## src/rtl/sevenseg_scanner.sv

```systemverilog
// Time-multiplexed hex display driver for DIGITS seven-segment digits.
// A free-running prescaler sets the slot length, a digit index walks the
// digits, and a shadow/display register pair keeps each frame tear-free.
// Every output leaves through a register with the board polarity applied.
module sevenseg_scanner #(
   parameter int DIGITS         = 4,
   parameter int DIV_BITS       = 14,
   parameter int DEAD_CYCLES    = 2,
   parameter int SEG_ACTIVE_LOW = 1,
   parameter int DIG_ACTIVE_LOW = 1
) (
   input  logic                  clk,
   input  logic                  rst,
   input  logic [4*DIGITS-1:0]   value,
   input  logic [DIGITS-1:0]     dp,
   input  logic                  load,
   input  logic                  lzb_en,
   output logic [6:0]            seg,
   output logic                  seg_dp,
   output logic [DIGITS-1:0]     digit_en,
   output logic                  frame_tick
);

   localparam int IDX_W = (DIGITS > 1) ? $clog2(DIGITS) : 1;
   localparam logic [IDX_W-1:0]    LAST_IDX = IDX_W'(DIGITS - 1);
   localparam logic [DIV_BITS-1:0] DEAD_LIM = DIV_BITS'(DEAD_CYCLES);
   localparam logic [6:0]          SEG_OFF  = (SEG_ACTIVE_LOW != 0) ? 7'h7F : 7'h00;
   localparam logic                DP_OFF   = (SEG_ACTIVE_LOW != 0);
   localparam logic [DIGITS-1:0]   DIG_OFF  = (DIG_ACTIVE_LOW != 0) ? '1 : '0;

   // Standard hex glyphs in active-high {g,f,e,d,c,b,a} form
   function automatic logic [6:0] hex_glyph(input logic [3:0] nib);
      case (nib)
         4'h0: hex_glyph = 7'b0111111;
         4'h1: hex_glyph = 7'b0000110;
         4'h2: hex_glyph = 7'b1011011;
         4'h3: hex_glyph = 7'b1001111;
         4'h4: hex_glyph = 7'b1100110;
         4'h5: hex_glyph = 7'b1101101;
         4'h6: hex_glyph = 7'b1111101;
         4'h7: hex_glyph = 7'b0000111;
         4'h8: hex_glyph = 7'b1111111;
         4'h9: hex_glyph = 7'b1101111;
         4'hA: hex_glyph = 7'b1110111;
         4'hB: hex_glyph = 7'b1111100;
         4'hC: hex_glyph = 7'b0111001;
         4'hD: hex_glyph = 7'b1011110;
         4'hE: hex_glyph = 7'b1111001;
         default: hex_glyph = 7'b1110001;
      endcase
   endfunction

   logic [DIV_BITS-1:0] presc_q, presc_d;
   logic [IDX_W-1:0]    idx_q, idx_d;
   logic [4*DIGITS-1:0] shadow_val_q, shadow_val_d;
   logic [DIGITS-1:0]   shadow_dp_q, shadow_dp_d;
   logic [4*DIGITS-1:0] disp_val_q, disp_val_d;
   logic [DIGITS-1:0]   disp_dp_q, disp_dp_d;
   logic                frame_tick_q, frame_tick_d;
   logic [6:0]          seg_q, seg_d;
   logic                seg_dp_q, seg_dp_d;
   logic [DIGITS-1:0]   digit_en_q, digit_en_d;

   logic                slot_tick;
   logic                wrap;
   logic [3:0]          nib;
   logic                dp_sel;
   logic                blank;
   logic                higher_zero;
   logic [DIGITS-1:0]   onehot;
   logic [DIGITS-1:0]   lit_en;
   logic [6:0]          glyph;

   // Scan timing and buffering: the display only changes on the wrap edge,
   // and a load landing on that same edge goes straight to the display
   always_comb begin
      slot_tick    = (presc_q == '1);
      wrap         = slot_tick && (idx_q == LAST_IDX);
      presc_d      = presc_q + DIV_BITS'(1);
      idx_d        = idx_q;
      if (wrap)
         idx_d = '0;
      else if (slot_tick)
         idx_d = idx_q + IDX_W'(1);
      shadow_val_d = load ? value : shadow_val_q;
      shadow_dp_d  = load ? dp    : shadow_dp_q;
      disp_val_d   = disp_val_q;
      disp_dp_d    = disp_dp_q;
      if (wrap) begin
         disp_val_d = load ? value : shadow_val_q;
         disp_dp_d  = load ? dp    : shadow_dp_q;
      end
      frame_tick_d = wrap;
   end

   // Digit selection, leading-zero blanking, dead time and output polarity
   always_comb begin
      nib         = 4'h0;
      dp_sel      = 1'b0;
      blank       = 1'b0;
      onehot      = '0;
      higher_zero = 1'b1;
      for (int i = DIGITS - 1; i >= 0; i--) begin
         higher_zero = higher_zero && (disp_val_q[4*i +: 4] == 4'h0);
         if (idx_q == IDX_W'(i)) begin
            nib       = disp_val_q[4*i +: 4];
            dp_sel    = disp_dp_q[i];
            onehot[i] = 1'b1;
            blank     = lzb_en && (i != 0) && higher_zero;
         end
      end
      glyph      = blank ? 7'h00 : hex_glyph(nib);
      lit_en     = (presc_q < DEAD_LIM) ? '0 : onehot;
      seg_d      = (SEG_ACTIVE_LOW != 0) ? ~glyph  : glyph;
      seg_dp_d   = (SEG_ACTIVE_LOW != 0) ? ~dp_sel : dp_sel;
      digit_en_d = (DIG_ACTIVE_LOW != 0) ? ~lit_en : lit_en;
   end

   // State and output registers; reset parks everything with the display dark
   always_ff @(posedge clk) begin
      if (rst) begin
         presc_q      <= '0;
         idx_q        <= '0;
         shadow_val_q <= '0;
         shadow_dp_q  <= '0;
         disp_val_q   <= '0;
         disp_dp_q    <= '0;
         frame_tick_q <= 1'b0;
         seg_q        <= SEG_OFF;
         seg_dp_q     <= DP_OFF;
         digit_en_q   <= DIG_OFF;
      end else begin
         presc_q      <= presc_d;
         idx_q        <= idx_d;
         shadow_val_q <= shadow_val_d;
         shadow_dp_q  <= shadow_dp_d;
         disp_val_q   <= disp_val_d;
         disp_dp_q    <= disp_dp_d;
         frame_tick_q <= frame_tick_d;
         seg_q        <= seg_d;
         seg_dp_q     <= seg_dp_d;
         digit_en_q   <= digit_en_d;
      end
   end

   assign seg        = seg_q;
   assign seg_dp     = seg_dp_q;
   assign digit_en   = digit_en_q;
   assign frame_tick = frame_tick_q;

endmodule
```

## config.mk

```make
export PLATFORM = sky130hd
export DESIGN_NAME = sevenseg_scanner
export DESIGN_NICKNAME = d
export VERILOG_FILES = /design/src/rtl/sevenseg_scanner.sv
export SDC_FILE = /design/constraint.sdc
export NUM_CORES = 1
export LEC_CHECK = 0
export BUFFER_PORTS_ARGS = -buffer_cell sky130_fd_sc_hd__buf_2
export CAP_MARGIN = 20
export CORE_MARGIN = 4
export CORE_UTILIZATION = 25
export CTS_CLUSTER_DIAMETER = 60
export DETAILED_ROUTE_END_ITERATION = 8
export GPL_TIMING_DRIVEN = 0
export PLACE_DENSITY = 0.4
export SKIP_LAST_GASP = 1
export SLEW_MARGIN = 40
export SYNTH_ARGS = -nofsm -noshare
export SYNTH_HDL_FRONTEND = slang
export SYNTH_SLANG_ARGS = --single-unit
```

## constraint.sdc

```tcl
create_clock -name clk -period 5.5 [get_ports clk]
set_input_delay 0.55 -clock clk [delete_from_list [all_inputs] [get_ports clk]]
set_output_delay 0.55 -clock clk [all_outputs]
set_load 0.1 [all_outputs]
```

; ---- Word-level counts from Yosys, hierarchy flattened
; Memories as Yosys holds them, arrays and structs flattened.
; Cells that the tools add are included.
[totals]
output_inout_bits = 13
in_bits = 24
register_bits = 69
mem_count = 1
mem_bits_ro = 112
word_cells = 52
[mem_list]
columns = name, words, word_bits, rd, rd_ports_with_merged_regs, write_ports, line_no
row1 = (name not given), 16, 7, 1, 0, 0, 33  ; case (nib)
[op_classes]
n_reduce_logical = 11
add_sub_neg = 2
muxes = 20
n_bitwise = 3
n_lt_le_gt_ge = 1
n_eq_ne = 4
[ops]
columns = operator, count
row1 = 2-to-1 mux 4 bit, 6
row2 = 2-to-1 mux 16 bit, 1
row3 = "adder 14 x 1 -> 14 bit, second input constant", 1
row4 = "equality test 14 bit, second input constant", 1
row5 = "less-than comparator 14 x 2 -> 1 bit, second input constant", 1
row6 = zero test 4 bit, 3
row7 = 2-to-1 mux 1 bit, 12
row8 = 2-to-1 mux 7 bit, 1
row9 = inverter 7 bit, 1
row10 = logical AND 1 bit, 6
row11 = "equality test 2 bit, second input constant", 2
row12 = inverter 4 bit, 1
row13 = "adder 2 x 1 -> 2 bit, second input constant", 1
row14 = "equality test 2 x 1 -> 1 bit, second input constant", 1
row15 = zero test 2 bit, 1
row16 = OR reduction 2 bit, 1
row17 = inverter 1 bit, 1

; ---- Depth between registers and ports, before layout
; Gate-level depths: netlist (run 1).
[depth]
ltp_word = 8
ltp_mapped = 11
ltp_nobuf = 10

; ---- Worst setup path after synthesis (run 1)
; Ideal clock, no wire load.
[synth_timing]
path_kind = register to register
from = register idx_q[0]
to = register seg_q[3] (netlist: seg[3])
slack_ns = 3.220
path_buffers = 1
setup_time_ns = 0.123
synth_period_minus_slack_ns = 2.280
arrival_ns = 2.157
stages_incl_launch_ff = 12
t_required_ns = 5.377
cell_sequence = dfxtp_1 > inv_1 > ha_1 > buf_6 > nor2b_4 > a221oi_1 > o31ai_1 > inv_1 > ha_1 > mux2i_1 > mux2_2 > nand2_1
[synth_between]
elab_chain_len = 8
elab_cells_between_ends = 15
cone_classes = eq/ne: 3 / mux: 9 / bitwise: 1 / reduce/logical: 1 / memory: 1
[synth_rtl]
columns = item, line_no
row1 = start: declaration, 54  ; logic [IDX_W-1:0] idx_q, idx_d;
row2 = start signal: assignment, 134  ; idx_q <= idx_d;
row3 = equality test 2 bit, 105  ; if (idx_q == IDX_W'(i)) begin
row4 = 2-to-1 mux 4 bit (4 in series), 105
row5 = memory read (16 x 7 bit), --
row6 = 2-to-1 mux 7 bit (*), 112  ; glyph = blank ? 7'h00 : hex_glyph(nib);
row7 = inverter 7 bit (*), 114  ; seg_d = (SEG_ACTIVE_LOW != 0) ? ~glyph : glyph;
row8 = end signal: assignment, 140  ; seg_q <= seg_d;
row9 = end: declaration, 60  ; logic [6:0] seg_q, seg_d;
; Every way passes the cells marked *; elsewhere a longest branch is shown, timed or not.
; A chain may end at the register's enable or synchronous reset.

; ---- Worst setup path in the final report (run 1)
; Same ends and word-level chain as after synthesis.

==> run_results.csv, run 1 <==
group,metric,value,unit
routing,drtIter0Drc,68,
timing,setup_viol,0,
synthesis,yosysTopAreaCell,"dfxtp_1",
pwr,p_leak,0.00147,uW
finish,final_util,31.7,%
clock_tree,cts-htree-levels,3,
floorplanning,die_y,118,um
floorplanning,start_util,26.1,%
routing,viasPerCell,4.56,
synthesis,yosysSeqAreaShare,45.7,%
worst_setup_path,path_cells,"inv_1 -> ha_1 -> clkbuf_1 -> o31ai_2 -> inv_1 -> ha_1 -> mux2i_1 -> mux2_2 -> nand2_1",
worst_setup_path,path_delay_family,"compound AO/OA/AOI/OAI gates",
worst_setup_path,worst_ep_required_time,5.70,ns
worst_setup_path,worstSetupEndpointType,"register",
timing,hold_violations,0,
clock_tree,cts_setup_buffers,0,
synthesis,syn_area_per_cell,9.89,um2
routing,wirelength,7.14,mm
clock_tree,cts.sinks,69,
synthesis,yosysWarnings,0,
synthesis,ys_async_sr_fraction,0,%
global_routing,grt_pass1_wl,12.2,mm
job,cap_violations,0,
floorplanning,core-area,0.0116,mm2
timing,worst_pin_slew,0.733,ns
placed_design,gp_congestion,0.720,
worst_setup_path,crit_type,"reg -> reg",
timing,tns,0,ns
worst_setup_path,slowest_delay,0.62,ns
placed_design,place_ws,2.95,ns
finish,drive_gt1_share,25.6,%
clock_tree,path_clk_slew,0.06,ns
timing,rsz0062_at_grt,"no",
synthesis,synth_cells,306,
synthesis,synth_nets,341,
finish,nNetsFinal,386,
timing,timing.fmax,0.389,GHz
worst_setup_path,worst_setup_path_start_kind,"register",
finish,diodes,0,
clock_tree,cts_root_buffer,"clkbuf_16",
finish,syn_to_final_growth,21.6,%
global_routing,gr-usage-all-layers,10.9,%
global_routing,antenna_found_initial,0,
timing,min_period,2.57,ns
clock_tree,cts_buffers,9,
routing,detail-route-antenna-nets,0,
synthesis,synth_top_flop_cell,"dfxtp_1",
timing,slew_violations,0,
outcome,status,"finished, final reports clean",
timing,fin_worst_skew,0.00410,ns
pwr,ir_worst_vdd,203,uV
synthesis,synth_edf_count,0,
global_routing,grt_max_degree,12,
routing,route.detailed.drc,0,
routing,wl_per_cell,14.3,um
hold_path,worstHoldPathType,"reg -> reg",
floorplanning,die_w,118,um
worst_setup_path,cp_num_buf_inv,3,
synthesis,ys_ff_latch,69,
routing,firstDrtPassIters,6,
worst_setup_path,worst-path-max-fanout,10,
clock_tree,worst_skew_pair.late_latency,0.32,ns
routing,dr_total_vias,2269,
synthesis,ys_top_cells_by_area,"dfxtp_1 46%, mux2i_1 7.6%, a31o_2 5.2%, ha_1 4.5%, nor2_1 4.3%",
clock_tree,postCtsHoldBufs,0,
placed_design,dpl.hpwl,5.26,mm
floorplanning,std_cell_rows,39,
worst_setup_path,cp.arrival,2.77,ns
placed_design,portBuffers,34,
floorplanning,fp.dieArea,0.0139,mm2
global_routing,grt_pass1_vias,2276,
clock_tree,cts_resized,0,
synthesis,synth_top_area_share,45.7,%
synthesis,ys_types,49,
clock_tree,ctsLongestPathBuffers,2,
timing,postLayoutSetupSlackWorst,2.93,ns
timing,finalCritPeriodShare,46.8,%
global_routing,grt-ovfl-total,0,
floorplanning,ios,37,
pwr,p_per_area,318,mW/mm2
timing,slew_headroom,51.1,%
clock_tree,cts_tree,"yes",
worst_setup_path,slowest_stage,"o31ai_2",
synthesis,syn_area,0.00303,mm2
[flip-flops by register name, summed over array words and instances (netlist names)]
name	flops
digit_en	4
idx_q	2
shadow_dp_q	4
seg	7
presc_q	14
disp_val_q	16
frame_tick	1
shadow_val_q	16
seg_dp	1
disp_dp_q	4
[routing by layer]
metal / track usage, % / part of all wire, % / vias to the layer above
li1: - / - / 1176
met1: 14.0 / 49 / 1046
met2: 16.8 / 45 / 36
met3: 3.70 / 3.8 / 11
met4: 3.96 / 1.9 / 0
met5: 0 / 0 / -
[layout make-up]
type | count | area, um2
buffer | 21 | 130
inverter | 13 | 48.8
clock inverter | 4 | 47.5
sequential | 69 | 1380
timing repair buffer | 34 | 170
clock buffer | 11 | 253
multi-input combinational | 203 | 1470
fill | 1236 | 7930
tap | 143 | 179
[per-stage QoR]
stage	total power, uW	instance area, um2	hold WS (ns)	instances
floorplan	584	3030	0.430	306
global placement	607	3370	0.455	483
detailed placement	607	3380	0.463	483
CTS	1200	3680	0.476	498
global route	1220	3680	0.490	498
finish	1170	3680	0.470	498
[cells by family after synthesis]
kind of cell | synth area share, %
simple gates | 18.4
flops | 45.7
compound gates | 13.9
buf+inv | 5.91
mux | 8.35
xor+xnor | 3.18
fa+ha+maj | 4.55
[placed cells by master, fill, tap and decap left out, types with 7 or more instances in the layout]
| cell | instances |
|---|---|
| a21oi_1 | 9 |
| a31o_2 | 18 |
| buf_2 | 36 |
| clkbuf_1 | 9 |
| clkbuf_16 | 9 |
| dfxtp_1 | 69 |
| ha_1 | 11 |
| inv_1 | 13 |
| mux2i_1 | 23 |
| nand2_1 | 16 |
| nor2_1 | 35 |
| nor3_1 | 21 |
| xor2_1 | 7 |
[cell usage after synthesis, types with 2 or more instances]
cell type and n:
a21oi_1 9, a22o_1 2, a31o_1 2, a31o_2 18, and3_1 3, and3_2 2
and4_4 2, buf_1 2, buf_2 2, buf_4 3, buf_6 5, clkbuf_1 9
dfxtp_1 69, ha_1 11, inv_1 13, mux2_2 2, mux2i_1 23, nand2_1 16
nand2b_1 3, nand3_1 3, nand3b_1 4, nand4_1 2, nor2_1 35, nor2b_1 2
nor3_1 21, nor3_2 2, nor4_1 3, nor4b_1 2, o21ai_0 2, o221ai_1 5
o31ai_1 2, xnor2_1 4, xor2_1 7
[path summary, 6_finish.rpt]
path	from	endpoint	slack (ns)	cells after the start
worst min-delay path	presc_q[0]	presc_q[0]	0.47	1
worst max register to register	idx_q[0]	seg[3]	2.93	9
worst min register to register	presc_q[0]	presc_q[0]	0.47	1
worst max-delay path	idx_q[0]	seg[3]	2.93	9
[power by group]
group          total (uW)  switching (uW)  leakage (uW)  internal, uW
Clock                 574             203      0.000147           371
Sequential            519            4.86      0.000563           514
Combinational        75.7            53.4      0.000763          22.3
(Power assumes the default switching activity.)
==> run 2, diff against run 1 <==
ABC_AREA = 1   (was default)
PLACE_DENSITY = 0.41   (was 0.4)
clock period = 2.09 ns   (was 5.5 ns; I/O delays follow)
==> run 2 against run 1 <==
- non-clock buffer count is the same
- clock power grew to 2.8 times the previous value
- cell count grew 22%
- register-to-register slack lost 2.8 ns
- die area grew 3.9%
- hold slack lost 0.24 ns
- via count grew 12%
- setup slack lost 2.8 ns
==> run_results.csv, run 2 <==
group,metric,value,unit
finish,reg_top3,"disp_val_q (16), shadow_val_q (16), presc_q (14)",
timing,fin_worst_skew,0.00656,ns
worst_setup_path,reg2reg_slack,0.12,ns
clock_tree,postCtsHoldBufs,0,
pwr,swShare,22.5,%
pwr,pwr-share-clk,50.4,%
routing,wl_per_cell,12.1,um
placed_design,dpl.hpwl,5.40,mm
synthesis,synth_top_flop_cell,"dfxtp_1",
placed_design,gp_congestion,0.763,
synthesis,yosysSeqAreaShare,43.8,%
synthesis,synth.most_common_cell,"nand2_1",
worst_setup_path,rr_worst_depth,11,
worst_setup_path,crit_type,"reg -> reg",
routing,route.detailed.drc,0,
finish,drive_gt1_share,31.4,%
hold_path,worstHoldPathType,"in -> reg",
timing,tns,0,ns
job,cap_violations,0,
pwr,ir_worst_vdd,308,uV
timing,setup_viol,0,
clock_tree,cts_tree,"yes",
clock_tree,cts_buffers,9,
synthesis,synth_top_area_share,43.8,%
clock_tree,cts.sinks,69,
synthesis,yosysWarnings,0,
synthesis,syn_area,0.00315,mm2
worst_setup_path,worstSetupEndpointType,"register",
hold_path,holdPathStages,4,
pwr,p_int,2450,uW
pwr,power_frac_seq,43.0,%
floorplanning,start_util,25.9,%
worst_setup_path,cp.arrival,2.19,ns
floorplanning,core-area,0.0122,mm2
global_routing,grt_pass1_wl,12.7,mm
worst_setup_path,regToRegStartpoint,"idx_q[0]",
timing,slew_violations,0,
global_routing,grt_max_degree,13,
synthesis,ys_top_cells_by_area,"dfxtp_1 44%, nand2_1 8.8%, nand3_1 7.6%, mux2_2 7.1%, o21ai_2 5.6%",
pwr,finalPower,3170,uW
routing,detail-route-antenna-nets,0,
routing,dr_total_vias,2545,
worst_setup_path,worst_setup_path_start_kind,"register",
synthesis,syn_area_per_cell,8.21,um2
worst_setup_path,worst_ep_required_time,2.31,ns
synthesis,synth_nets,419,
placed_design,place_ws,-0.113,ns
routing,drtIter0Drc,96,
placed_design,portBuffers,34,
floorplanning,ios,37,
synthesis,ys_ff_latch,69,
finish,stdcell_count,607,
routing,viasPerCell,4.19,
global_routing,grt_pass1_vias,2550,
placed_design,dp_cells,586,
synthesis,ys_top_cells_by_count,"74 x nand2_1, 69 x dfxtp_1, 48 x nand3_1, 46 x inv_1, 22 x nor2_1",
outcome,status,"finished, final reports clean",
timing,worst_pin_slew,0.564,ns
timing,hold_violations,0,
floorplanning,die_w,120,um
timing,timing.fmax,0.508,GHz
floorplanning,die_y,120,um
hold_path,hold_start,"value[13]",
global_routing,met3_usage,3.04,%
finish,final_cell_mix,"72 x nand2_1, 67 x dfxtp_1, 47 x nand3_1",
timing,postLayoutSetupSlackWorst,0.121,ns
clock_tree,worst_skew_pair.late_latency,0.33,ns
hold_path,holdPathEnd,"shadow_val_q[13]",
pwr,combPwrFrac,6.6,%
global_routing,use_met2,17.3,%
timing,slew_headroom,62.4,%
clock_tree,cts_root_buffer,"clkbuf_16",
finish,nNetsFinal,469,
floorplanning,fp.dieArea,0.0145,mm2
pwr,p_leak,0.00175,uW
finish,final_common_cell,"nand2_1",
finish,diodes,0,
clock_tree,path_clk_slew,0.06,ns
timing,rsz0062_at_grt,"yes",
pwr,p_per_area,805,mW/mm2
worst_setup_path,cp-startpoint,"idx_q[0]",
global_routing,top_usage_layer,"met2",
floorplanning,std_cell_rows,40,
clock_tree,ctsLongestPathBuffers,2,
pwr,p_sw,712,uW
synthesis,yosysTopAreaCell,"dfxtp_1",
finish,register_area,0.00139,mm2
global_routing,grt-ovfl-total,0,
worst_setup_path,reg2reg_to,"seg[3]",
worst_setup_path,worst-path-max-fanout,8,
global_routing,antenna_found_initial,0,
synthesis,ys_types,34,
routing,wirelength,7.32,mm
timing,min_period,1.97,ns
timing,finalCritPeriodShare,94.2,%
timing,hold_slack,0.229,ns
routing,firstDrtPassIters,4,
global_routing,gr-usage-all-layers,11.1,%
synthesis,synth_cells,384,
global_routing,grtUsageMet1,14.3,%
finish,syn_to_final_growth,24.8,%
synthesis,synth_edf_count,0,
finish,multi_input_area,0.00152,mm2
synthesis,ys_async_sr_fraction,0,%
clock_tree,cts-htree-levels,3,
finish,fill_cells,1335,
-- run 2: critical path, stage by stage, from the launching register on --
cell and delay, ns:
dfxtp_4 0.36, inv_2 0.07, ha_1 0.14, buf_4 0.16, inv_2 0.07, or2_2 0.31
nand2_4 0.09, inv_2 0.05, ha_1 0.25, nand3b_1 0.18, nand3_1 0.11, nand3_1 0.07
-- run 2: power groups by stage --
| stage | clock network, uW | logic (uW) | registers (uW) |
|---|---|---|---|
| CTS | 1660 | 213 | 1360 |
| global placement | 0 | 212 | 1390 |
| global route | 1710 | 233 | 1360 |
| detailed placement | 0 | 213 | 1390 |
| finish | 1600 | 208 | 1360 |
| floorplan | 0 | 98.5 | 1450 |
-- run 2: worst max-delay path by stage --
stage	to	slack [ns]
2_1_floorplan	seg[3]	0.17
4_1_cts	seg[6]	0.004
5_1_grt	seg[5]	-0.02
3_5_place_dp	seg[3]	-0.11
6_report	seg[3]	0.12
3_3_place_gp	seg[3]	-0.11
-- run 2: cell families (layout without fill, tap and decap cells) --
family,count (synthesis),count (layout),share of synthesized area [%]
compound gates,49,49,10.4
xor+xnor,2,2,0.556
fa+ha+maj,11,11,4.37
buf+inv,65,120,9.17
flops,69,69,43.8
mux,20,20,7.15
simple gates,168,168,24.5
-- run 2: what timing repair did --
action / 4_1_cts / 5_1_grt
endpoints found under the setup margin: 5 / 6
pin swaps: 0 / 4
resized for setup: 4 / 18
buffers inserted: 0 / 5
gates cloned: 0 / 0
-- run 2: area by class of cell --
type,instances,share of cell area (%)
multi-input cells,250,38.6
clock buffers,9,5.73
well taps,168,5.34
repair buffers,39,5.28
flip-flops and latches,69,35.2
plain buffers,16,2.83
inverters,49,4.68
clock inverters,7,2.29
-- run 2: metal layers --
metal  vias to the layer above  wire length [um]
li1                       1351                 -
met3                         8               328
met5                         -                 0
met4                         0               135
met1                      1148              3550
met2                        38              3300
-- run 2: stage by stage --
step / area, um2 / utilization (%)
finish: 3930 / 32.3
global route: 3930 / 32.3
CTS: 3850 / 31.7
detailed placement: 3530 / 29.0
global placement: 3530 / 29.0
floorplan: 3150 / -
==> run 3, diff against run 2 <==
ABC_AREA = default   (was 1)
==> run 3 against run 2 <==
- the run now ends with setup timing left
- critical path depth down 1
- sequential power about the same
- power down 2.7%
- register-to-register slack worse by 0.13 ns
- sequential cell count unchanged
- non-clock buffer count up 14
- design area up 1.1%
- count of clock-buffer cells in the layout up 1
- hold slack worse by 0.085 ns
- highest routed layer unchanged
==> run_results.csv, run 3 (synthesis results as in run 1) <==
group,metric,value,unit
outcome,status,"finished, violations left",
outcome,violations,"setup timing",
worst_setup_path,regToRegStartpoint,"idx_q[0]",
clock_tree,cts_tree,"yes",
global_routing,grt_max_degree,13,
floorplanning,std_cell_rows,39,
clock_tree,cts.sinks,69,
finish,diodes,0,
worst_setup_path,worstSetupEndpointType,"register",
routing,firstDrtPassIters,4,
pwr,finalPower,3080,uW
finish,reg_top3,"disp_val_q (16), shadow_val_q (16), presc_q (14)",
routing,wl_per_cell,14.1,um
pwr,p_per_area,774,mW/mm2
hold_path,worstHoldPathType,"in -> reg",
routing,wirelength,7.26,mm
worst_setup_path,slowest_delay,0.39,ns
finish,drive_gt1_share,35.1,%
global_routing,antenna_found_initial,0,
floorplanning,die_w,118,um
placed_design,dpl.hpwl,5.19,mm
routing,viasPerCell,4.65,
routing,detail-route-antenna-nets,0,
placed_design,gp_congestion,0.744,
worst_setup_path,path_delay_family,"compound AO/OA/AOI/OAI gates",
timing,min_period,2.10,ns
timing,hold_violations,0,
worst_setup_path,worst-path-max-fanout,5,
clock_tree,cts_root_buffer,"clkbuf_16",
placed_design,place_area,0.00340,mm2
worst_setup_path,reg2reg_to,"seg[3]",
timing,timing.fmax,0.477,GHz
finish,nNetsFinal,400,
worst_setup_path,worst_setup_path_start_kind,"register",
worst_setup_path,worst_ep_required_time,2.29,ns
job,cap_violations,0,
pwr,p_leak,0.00159,uW
pwr,ir_worst_vdd,261,uV
finish,final_cell_mix,"67 x dfxtp_1, 35 x buf_2, 34 x nor2_1",
clock_tree,cts-htree-levels,3,
timing,postLayoutSetupSlackWorst,-0.00803,ns
clock_tree,worst_skew_pair.late_latency,0.33,ns
worst_setup_path,path_cells,"inv_4 -> ha_4 -> buf_6 -> a221o_1 -> a22oi_2 -> inv_1 -> ha_2 -> mux2i_1 -> mux2_4 -> nand2_1",
worst_setup_path,rr_worst_depth,10,
finish,final_util,34.3,%
global_routing,grt-ovfl-total,0,
timing,slew_violations,0,
finish,postLayoutCellArea,0.00398,mm2
timing,slew_headroom,51.6,%
worst_setup_path,reg2reg_slack,-0.008,ns
timing,setup_viol,1,
floorplanning,ios,37,
clock_tree,path_clk_slew,0.06,ns
finish,fill_cells,1203,
clock_tree,cts_buffers,9,
finish,syn_to_final_growth,31.5,%
routing,drtIter0Drc,75,
routing,dr_total_vias,2385,
worst_setup_path,cp.depth,10,
timing,rsz0062_at_grt,"yes",
placed_design,portBuffers,34,
floorplanning,start_util,26.1,%
worst_setup_path,slowest_stage,"dfxtp_4",
floorplanning,fp.dieArea,0.0139,mm2
worst_setup_path,cp.arrival,2.30,ns
global_routing,grt_pass1_vias,2483,
worst_setup_path,crit_path_end,"seg[3]",
timing,fin_worst_skew,0.0111,ns
finish,final_common_cell,"dfxtp_1",
timing,worst_pin_slew,0.726,ns
clock_tree,postCtsHoldBufs,0,
clock_tree,ctsLongestPathBuffers,2,
placed_design,place_ws,-0.295,ns
global_routing,gr-usage-all-layers,10.9,%
floorplanning,core-area,0.0116,mm2
routing,route.detailed.drc,0,
timing,finalCritPeriodShare,100,%
floorplanning,die_y,118,um
global_routing,grt_pass1_wl,12.2,mm
worst_setup_path,crit_type,"reg -> reg",
worst_setup_path,cp_num_buf_inv,3,
worst_setup_path,cp-startpoint,"idx_q[0]",
[run 3: layout make-up]
cell class | count | area (um2) | share of cell area (%)
multi-input combinational | 203 | 1610 | 40.4
timing repair buffer | 49 | 307 | 7.70
buffer | 20 | 143 | 3.58
sequential | 69 | 1390 | 34.9
tap | 143 | 179 | 4.50
clock buffer | 10 | 239 | 6.01
clock inverter | 6 | 62.6 | 1.57
inverter | 13 | 51.3 | 1.29
[run 3: metal layers]
metal | routed length, um | vias up | part of all wire, % | track usage (%)
li1 | - | 1209 | - | -
met1 | 3320 | 1133 | 46 | 12.6
met2 | 3570 | 33 | 49 | 18.9
met3 | 229 | 10 | 3.2 | 2.93
met4 | 131 | 0 | 1.8 | 5.05
met5 | 0 | - | 0 | 0
[run 3: worst min path at each step]
stage,from,end,slack (ns),cells past startpoint
floorplan,dp[0],shadow_dp_q[0],0.38,2
global placement,presc_q[0],presc_q[0],0.45,1
detailed placement,presc_q[0],presc_q[0],0.46,1
CTS,dp[1],shadow_dp_q[1],0.14,3
global route,value[6],shadow_val_q[6],0.17,3
finish,value[4],shadow_val_q[4],0.14,3
[run 3: metrics by stage]
stage	std cells	TNS, ns	hold WS, ns
after floorplan	306	-0.0347	0.376
after global placement	483	-1.47	0.449
after detailed placement	483	-1.36	0.461
after CTS	507	0	0.141
after global routing	513	-0.397	0.170
final	513	-0.00803	0.144
[run 3: where the power goes]
group | internal, uW | switching, uW
Sequential | 1350 | 12.2
Clock | 953 | 567
Combinational | 58.7 | 141
Total | 2360 | 720
[run 3: worst register-to-register path: cells and delay by family, from the launching register on]
family          cells  cell delay [ns]
compound gates      2             0.56
buf+inv             3             0.28
flops               1             0.39
mux                 2             0.30
simple gates        1             0.05
fa+ha+maj           2             0.40
[run 3: what timing repair did]
action | CTS | global route
pin swaps | 4 | 5
gates cloned | 0 | 1
endpoints found under the setup margin | 7 | 5
resized for setup | 18 | 18
buffers inserted | 9 | 5
